--- config.mk ---
export PLATFORM = sky130hd
export DESIGN_NAME = syscall_console
export DESIGN_NICKNAME = d
export VERILOG_FILES = /design/src/rtl/syscall_console.sv
export SDC_FILE = /design/constraint.sdc
export NUM_CORES = 1
export LEC_CHECK = 0
export ABC_CLOCK_PERIOD_IN_PS = 5800
export BUFFER_PORTS_ARGS = -buffer_cell sky130_fd_sc_hd__buf_2
export CAP_MARGIN = 20
export CORE_MARGIN = 4
export CORE_UTILIZATION = 25
export CTS_CLUSTER_SIZE = 28
export DETAILED_ROUTE_END_ITERATION = 7
export GPL_TIMING_DRIVEN = 1
export SYNTH_ARGS = -nofsm -noshare
export SYNTH_HDL_FRONTEND = slang
export SYNTH_HIERARCHICAL = 1
export SYNTH_SLANG_ARGS = --single-unit
--- constraint.sdc ---
create_clock -name i_clk -period 5.8 [get_ports i_clk]
set_input_delay 0.29 -clock i_clk [delete_from_list [all_inputs] [get_ports i_clk]]
set_output_delay 0.29 -clock i_clk [all_outputs]
set_load 0.02 [all_outputs]
--- src/rtl/syscall_console.sv ---
// Syscall/console unit: decodes halt/dec/char/hex requests, renders ASCII into a FWFT byte FIFO,
// holds the core off (o_run=0) while rendering; generator stalls on a full FIFO without losing chars.

module syscall_console_fifo #(
  parameter int DEPTH = 16
) (
  input  logic       i_clk,
  input  logic       i_rst_n,
  input  logic       push_vld,
  input  logic [7:0] push_dat,
  output logic       full,
  output logic [7:0] pop_dat,
  output logic       pop_vld,
  input  logic       pop_rdy
);
  localparam int AW = $clog2(DEPTH);

  logic [7:0]    mem [DEPTH];
  logic [AW-1:0] wr_ptr;
  logic [AW-1:0] rd_ptr;
  logic [AW:0]   cnt;
  logic          do_push;
  logic          do_pop;

  assign full    = (cnt == (AW+1)'(DEPTH));
  assign pop_vld = (cnt != '0);
  assign pop_dat = mem[rd_ptr];
  assign do_push = push_vld & ~full;
  assign do_pop  = pop_vld & pop_rdy;

  always_ff @(posedge i_clk) begin
    if (do_push) mem[wr_ptr] <= push_dat;
  end

  always_ff @(posedge i_clk) begin
    if (!i_rst_n) begin
      wr_ptr <= '0;
      rd_ptr <= '0;
      cnt    <= '0;
    end else begin
      if (do_push) wr_ptr <= wr_ptr + AW'(1);
      if (do_pop)  rd_ptr <= rd_ptr + AW'(1);
      case ({do_push, do_pop})
        2'b10:   cnt <= cnt + (AW+1)'(1);
        2'b01:   cnt <= cnt - (AW+1)'(1);
        default: cnt <= cnt;
      endcase
    end
  end
endmodule

module syscall_console #(
  parameter int FIFO_DEPTH = 16,
  parameter int SIGNED_DEC = 1,
  parameter int HALT_DRAIN = 1
) (
  input  logic        i_clk,
  input  logic        i_rst_n,
  input  logic        i_sys,
  input  logic [31:0] i_num,
  input  logic [31:0] i_op1,
  input  logic        i_run,
  output logic        o_run,
  output logic        o_ack,
  output logic        o_bad,
  output logic [7:0]  o_tx_data,
  output logic        o_tx_valid,
  input  logic        i_tx_ready,
  output logic        o_halt,
  output logic [7:0]  o_halt_code
);
  typedef enum logic [2:0] {IDLE, CHAR, DEC, HEX, HALT_WAIT, HALTED} state_t;

  state_t      state_q;
  logic [31:0] op_q;
  logic [31:0] mag_q;
  logic        neg_q;
  logic [3:0]  idx_q;
  logic [3:0]  dig_q;
  logic        started_q;
  logic        push_vld;
  logic [7:0]  push_dat;
  logic        fifo_full;
  logic        dec_ge;
  logic        dec_emit;
  logic        op_neg;

  function automatic logic [31:0] pow10(input logic [3:0] i);
    case (i)
      4'd0:    return 32'd1000000000;
      4'd1:    return 32'd100000000;
      4'd2:    return 32'd10000000;
      4'd3:    return 32'd1000000;
      4'd4:    return 32'd100000;
      4'd5:    return 32'd10000;
      4'd6:    return 32'd1000;
      4'd7:    return 32'd100;
      4'd8:    return 32'd10;
      default: return 32'd1;
    endcase
  endfunction

  function automatic logic [7:0] hex_char(input logic [3:0] n);
    return (n < 4'd10) ? 8'h30 + {4'h0, n} : 8'h37 + {4'h0, n};
  endfunction

  assign op_neg   = (SIGNED_DEC != 0) && i_op1[31];
  assign dec_ge   = (mag_q >= pow10(idx_q));
  // Leading zeros are skipped until the first nonzero digit; the units digit always prints.
  assign dec_emit = (dig_q != 4'd0) || started_q || (idx_q == 4'd9);

  always_comb begin
    push_vld = 1'b0;
    push_dat = 8'h00;
    case (state_q)
      CHAR: begin
        push_vld = 1'b1;
        push_dat = op_q[7:0];
      end
      DEC: begin
        if (neg_q) begin
          push_vld = 1'b1;
          push_dat = 8'h2D;
        end else if (!dec_ge && dec_emit) begin
          push_vld = 1'b1;
          push_dat = 8'h30 + {4'h0, dig_q};
        end
      end
      HEX: begin
        push_vld = 1'b1;
        push_dat = hex_char(op_q[31:28]);
      end
      default: ;
    endcase
  end

  always_ff @(posedge i_clk) begin
    if (!i_rst_n) begin
      state_q     <= IDLE;
      o_run       <= 1'b0;
      o_ack       <= 1'b0;
      o_bad       <= 1'b0;
      o_halt      <= 1'b0;
      o_halt_code <= 8'h00;
      op_q        <= '0;
      mag_q       <= '0;
      neg_q       <= 1'b0;
      idx_q       <= '0;
      dig_q       <= '0;
      started_q   <= 1'b0;
    end else begin
      o_ack <= 1'b0;
      o_bad <= 1'b0;
      o_run <= 1'b0;
      case (state_q)
        IDLE: begin
          o_run <= i_run;
          if (i_sys && !o_ack) begin
            op_q      <= i_op1;
            mag_q     <= op_neg ? -i_op1 : i_op1;
            neg_q     <= op_neg;
            idx_q     <= '0;
            dig_q     <= '0;
            started_q <= 1'b0;
            case (i_num)
              32'd0: begin
                o_run <= 1'b0;
                if (HALT_DRAIN != 0) begin
                  state_q <= HALT_WAIT;
                end else begin
                  o_halt      <= 1'b1;
                  o_halt_code <= i_op1[7:0];
                  o_ack       <= 1'b1;
                  state_q     <= HALTED;
                end
              end
              32'd2: begin state_q <= DEC;  o_run <= 1'b0; end
              32'd3: begin state_q <= CHAR; o_run <= 1'b0; end
              32'd4: begin state_q <= HEX;  o_run <= 1'b0; end
              default: begin
                o_ack <= 1'b1;
                o_bad <= 1'b1;
              end
            endcase
          end
        end
        CHAR: begin
          if (!fifo_full) begin
            o_ack   <= 1'b1;
            o_run   <= i_run;
            state_q <= IDLE;
          end
        end
        DEC: begin
          if (neg_q) begin
            if (!fifo_full) neg_q <= 1'b0;
          end else if (dec_ge) begin
            mag_q <= mag_q - pow10(idx_q);
            dig_q <= dig_q + 4'd1;
          end else if (dec_emit) begin
            if (!fifo_full) begin
              started_q <= 1'b1;
              dig_q     <= '0;
              if (idx_q == 4'd9) begin
                o_ack   <= 1'b1;
                o_run   <= i_run;
                state_q <= IDLE;
              end else begin
                idx_q <= idx_q + 4'd1;
              end
            end
          end else begin
            idx_q <= idx_q + 4'd1;
          end
        end
        HEX: begin
          if (!fifo_full) begin
            op_q  <= {op_q[27:0], 4'h0};
            idx_q <= idx_q + 4'd1;
            if (idx_q == 4'd7) begin
              o_ack   <= 1'b1;
              o_run   <= i_run;
              state_q <= IDLE;
            end
          end
        end
        HALT_WAIT: begin
          if (!o_tx_valid) begin
            o_halt      <= 1'b1;
            o_halt_code <= op_q[7:0];
            o_ack       <= 1'b1;
            state_q     <= HALTED;
          end
        end
        HALTED: ;
        default: state_q <= IDLE;
      endcase
    end
  end

  syscall_console_fifo #(.DEPTH(FIFO_DEPTH)) u_fifo (
    .i_clk    (i_clk),
    .i_rst_n  (i_rst_n),
    .push_vld (push_vld),
    .push_dat (push_dat),
    .full     (fifo_full),
    .pop_dat  (o_tx_data),
    .pop_vld  (o_tx_valid),
    .pop_rdy  (i_tx_ready)
  );
endmodule

==> impl_metrics.ini <==
[layout]
mostFrequentLayoutCells = edfxtp_1 (128), dfxtp_1 (127), nand2_1 (122)
mostFrequentLayoutCell = edfxtp_1
syn2layout_area_growth_pct = 16.1
drive_above_1_share_pct = 16.2
nets = 1517
fin_area_um2 = 15900
fin_cells = 2118
n_fill_cell = 5596

[synth]
synth.cell_area_um2 = 13700
synth_cell_type_count = 87
synth_edf_count = 128
synth_top_cell_by_area = edfxtp_1
ys_async_sr_fraction_pct = 0
avgSynthCellArea_um2 = 10.3
synth_seq_cells = 257
syn_nets = 1452
synth_area_leaders = edfxtp_1 (28%), dfxtp_1 (19%), mux4_2 (6.6%)
synth.top_cell.area_share_pct = 28.1
syn_inst = 1333
synthFlopType = dfxtp_1
seq_area_frac_synth_pct = 47.0
ys_warn_count = 6

[timing]
skew_ns = 0.0144
rsz0062_at_grt = false
setup_tns_ns = 0
relSlewSlack_pct = 20.6
final-hold-violation-count = 0
holdWs_ns = 0.0478
worstMarginPinSlew_ns = 1.16
fmax_ghz = 0.201
period_share_pct = 85.7
slew_viol_final = 0
period_needed_ns = 4.97
setup-violations-final = 0

[routing]
wire_per_inst_um = 17.3
drtAntennaViolNets = 0
avgViaCountPerCell = 4.87
first_iter_violations = 665
first_pass_iters = 5
num_vias = 10300
remaining_drc_errors = 0
routed_wirelength_um = 36600

[place]
place_hpwl_um = 26600
portBuffers = 89
place_area_um2 = 14800
place_inst = 2062
gp_congestion = 0.884

[floorplan]
core-area_um2 = 54000
pin_count = 90
die_w_um = 242
rows = 85
die_h_um = 242
start_util_pct = 25.3
die-area_um2 = 58500

[critical_path]
crit_path_start_kind = flop
arrival_ns = 5.46
worst_ep_required_time_ns = 6.29
r2r-end = u_fifo/cnt[4]
crit_start = mag_q[0]
end_kind = flop
slowest_stage = a21boi_1
worst_path_largest_cell_delay_ns = 0.53
path_cells = inv_1 > ha_1 > fa_1 > nor2b_1 > o31ai_1 > a211oi_1 > o21a_2 > nand2b_1 > nor2_1 > a22oi_1 > nand2_1 > a21boi_1 > inv_1 > ha_1 > xor2_1 > ha_1 > nor4b_1 > a21oi_1 > o32ai_1 > mux2i_1
critical_path.top_delay_family = compound AO/OA/AOI/OAI gates
cp_num_cells = 20
timing.rr.start = mag_q[0]
cp_max_fo = 9
cp_num_buf_inv = 2
reg2reg_setup_slack_ns = 0.83
path_class = reg -> reg
reg2reg_depth = 20
crit_path_end = u_fifo/cnt[4]
crit_path_frequent_cell = ha_1

[power]
p_per_area_nw_per_um2 = 271
p_leak_uw = 0.00547
ir_drop_mv = 0.206
total_power_uw = 4290

[global_route]
grt_max_degree = 57
grt_usage_pct = 12.0
grt_pass1_wl_um = 57800
antenna_found_initial = 3
grt_pass1_vias = 10300
gr-total-overflow = 0

[clock_tree]
clock_tree.root_cell = clkbuf_16
cts_buffers = 28
ctsHoldBuffers = 0
cts.repair.resized = 0
clock_path_buffers = 3
insertion_delay_ns = 0.57
postCtsSetupBuffers = 0
cts.sinks = 257
h-tree-depth = 1
cts.clk_slew.worst_paths_ns = 0.06
cts_tree = built

[worst_hold_path]
hp-class = in -> reg

[run]
max_cap_violations = 0

[outcome]
status = complete, no violations
[Yosys cell counts (all sizes together) (4+ instances only)]
cell type,count
dfxtp,129
edfxtp,128
nand2,122
nor2,122
a21oi,95
o21ai,61
inv,57
clkbuf,52
ha,49
mux4,40
mux2i,37
xnor2,37
a211oi,36
nand3,35
buf,25
nor3,25
xor2,24
o211ai,21
nand2b,19
and2,17
a21o,16
nand4,15
nor2b,14
nor4,14
or3,12
a2111oi,9
a31oi,8
o21a,8
o31ai,8
and3,7
o21bai,6
or2,6
or4,6
a221oi,5
a22oi,5
nand3b,5
o41ai,5
a211o,4
a21boi,4
nor4b,4
o2bb2ai,4
o32ai,4
[where the power goes]
part	internal, uW	switching (uW)
clock network	1160	746
registers	1930	35.7
logic	167	258
[routing by layer]
layer  GRT usage [%]  routed length, um
met3            3.18               2320
met5               0                 13
met2            20.3              17500
met1            15.5              16100
met4            3.00                675
[worst register-to-register path: stages (launching register included)]
cell and delay, ns:
dfxtp_1 0.31, inv_1 0.05, ha_1 0.18, fa_1 0.23
nor2b_1 0.07, o31ai_1 0.49, a211oi_1 0.23, o21a_2 0.29
nand2b_1 0.27, nor2_1 0.24, a22oi_1 0.11, nand2_1 0.13
a21boi_1 0.53, inv_1 0.10, ha_1 0.25, xor2_1 0.16
ha_1 0.23, nor4b_1 0.34, a21oi_1 0.11, o32ai_1 0.35
mux2i_1 0.22
[how the worst min path moves through the flow]
stage / start / to / cells after the start
global placement: o_halt_code[2] / o_halt_code[2] / 2
CTS: i_op1[1] / op_q[1] / 3
global route: i_run / o_run / 3
finish: i_run / o_run / 3
floorplan: i_run / o_run / 2
detailed placement: mag_q[0] / mag_q[0] / 2
[cells by family (layout without fill, tap and decap cells)]
family / Yosys count / count (layout) / synth area share [%]
fa+ha+maj: 50 / 50 / 4.63
mux: 79 / 79 / 9.47
compound gates: 320 / 320 / 15.8
buf+inv: 135 / 222 / 3.94
simple gates: 431 / 431 / 15.3
xor+xnor: 61 / 61 / 3.91
other cells: 0 / 2 / 0
flops: 257 / 257 / 47.0
[area by class of cell]
cell class / instances / area [um2] / share of cell area [%]
Multi-Input combinational cell: 941 / 6730 / 42.4
Sequential cell: 257 / 6430 / 40.5
Tap cell: 696 / 871 / 5.49
Clock buffer: 39 / 772 / 4.87
Timing Repair Buffer: 112 / 618 / 3.90
Clock inverter: 13 / 221 / 1.40
Inverter: 58 / 218 / 1.37
Antenna cell: 2 / 5.00 / 0.0316
[metrics by stage]
stage                     setup WS [ns]  util [%]
final                             0.830      29.4
after global routing              0.189      29.4
after CTS                         0.855      29.3
after detailed placement          0.871      27.5
after global placement             1.10      27.5
after floorplan                    1.51         -
Power figures use the tool's default switching activity.
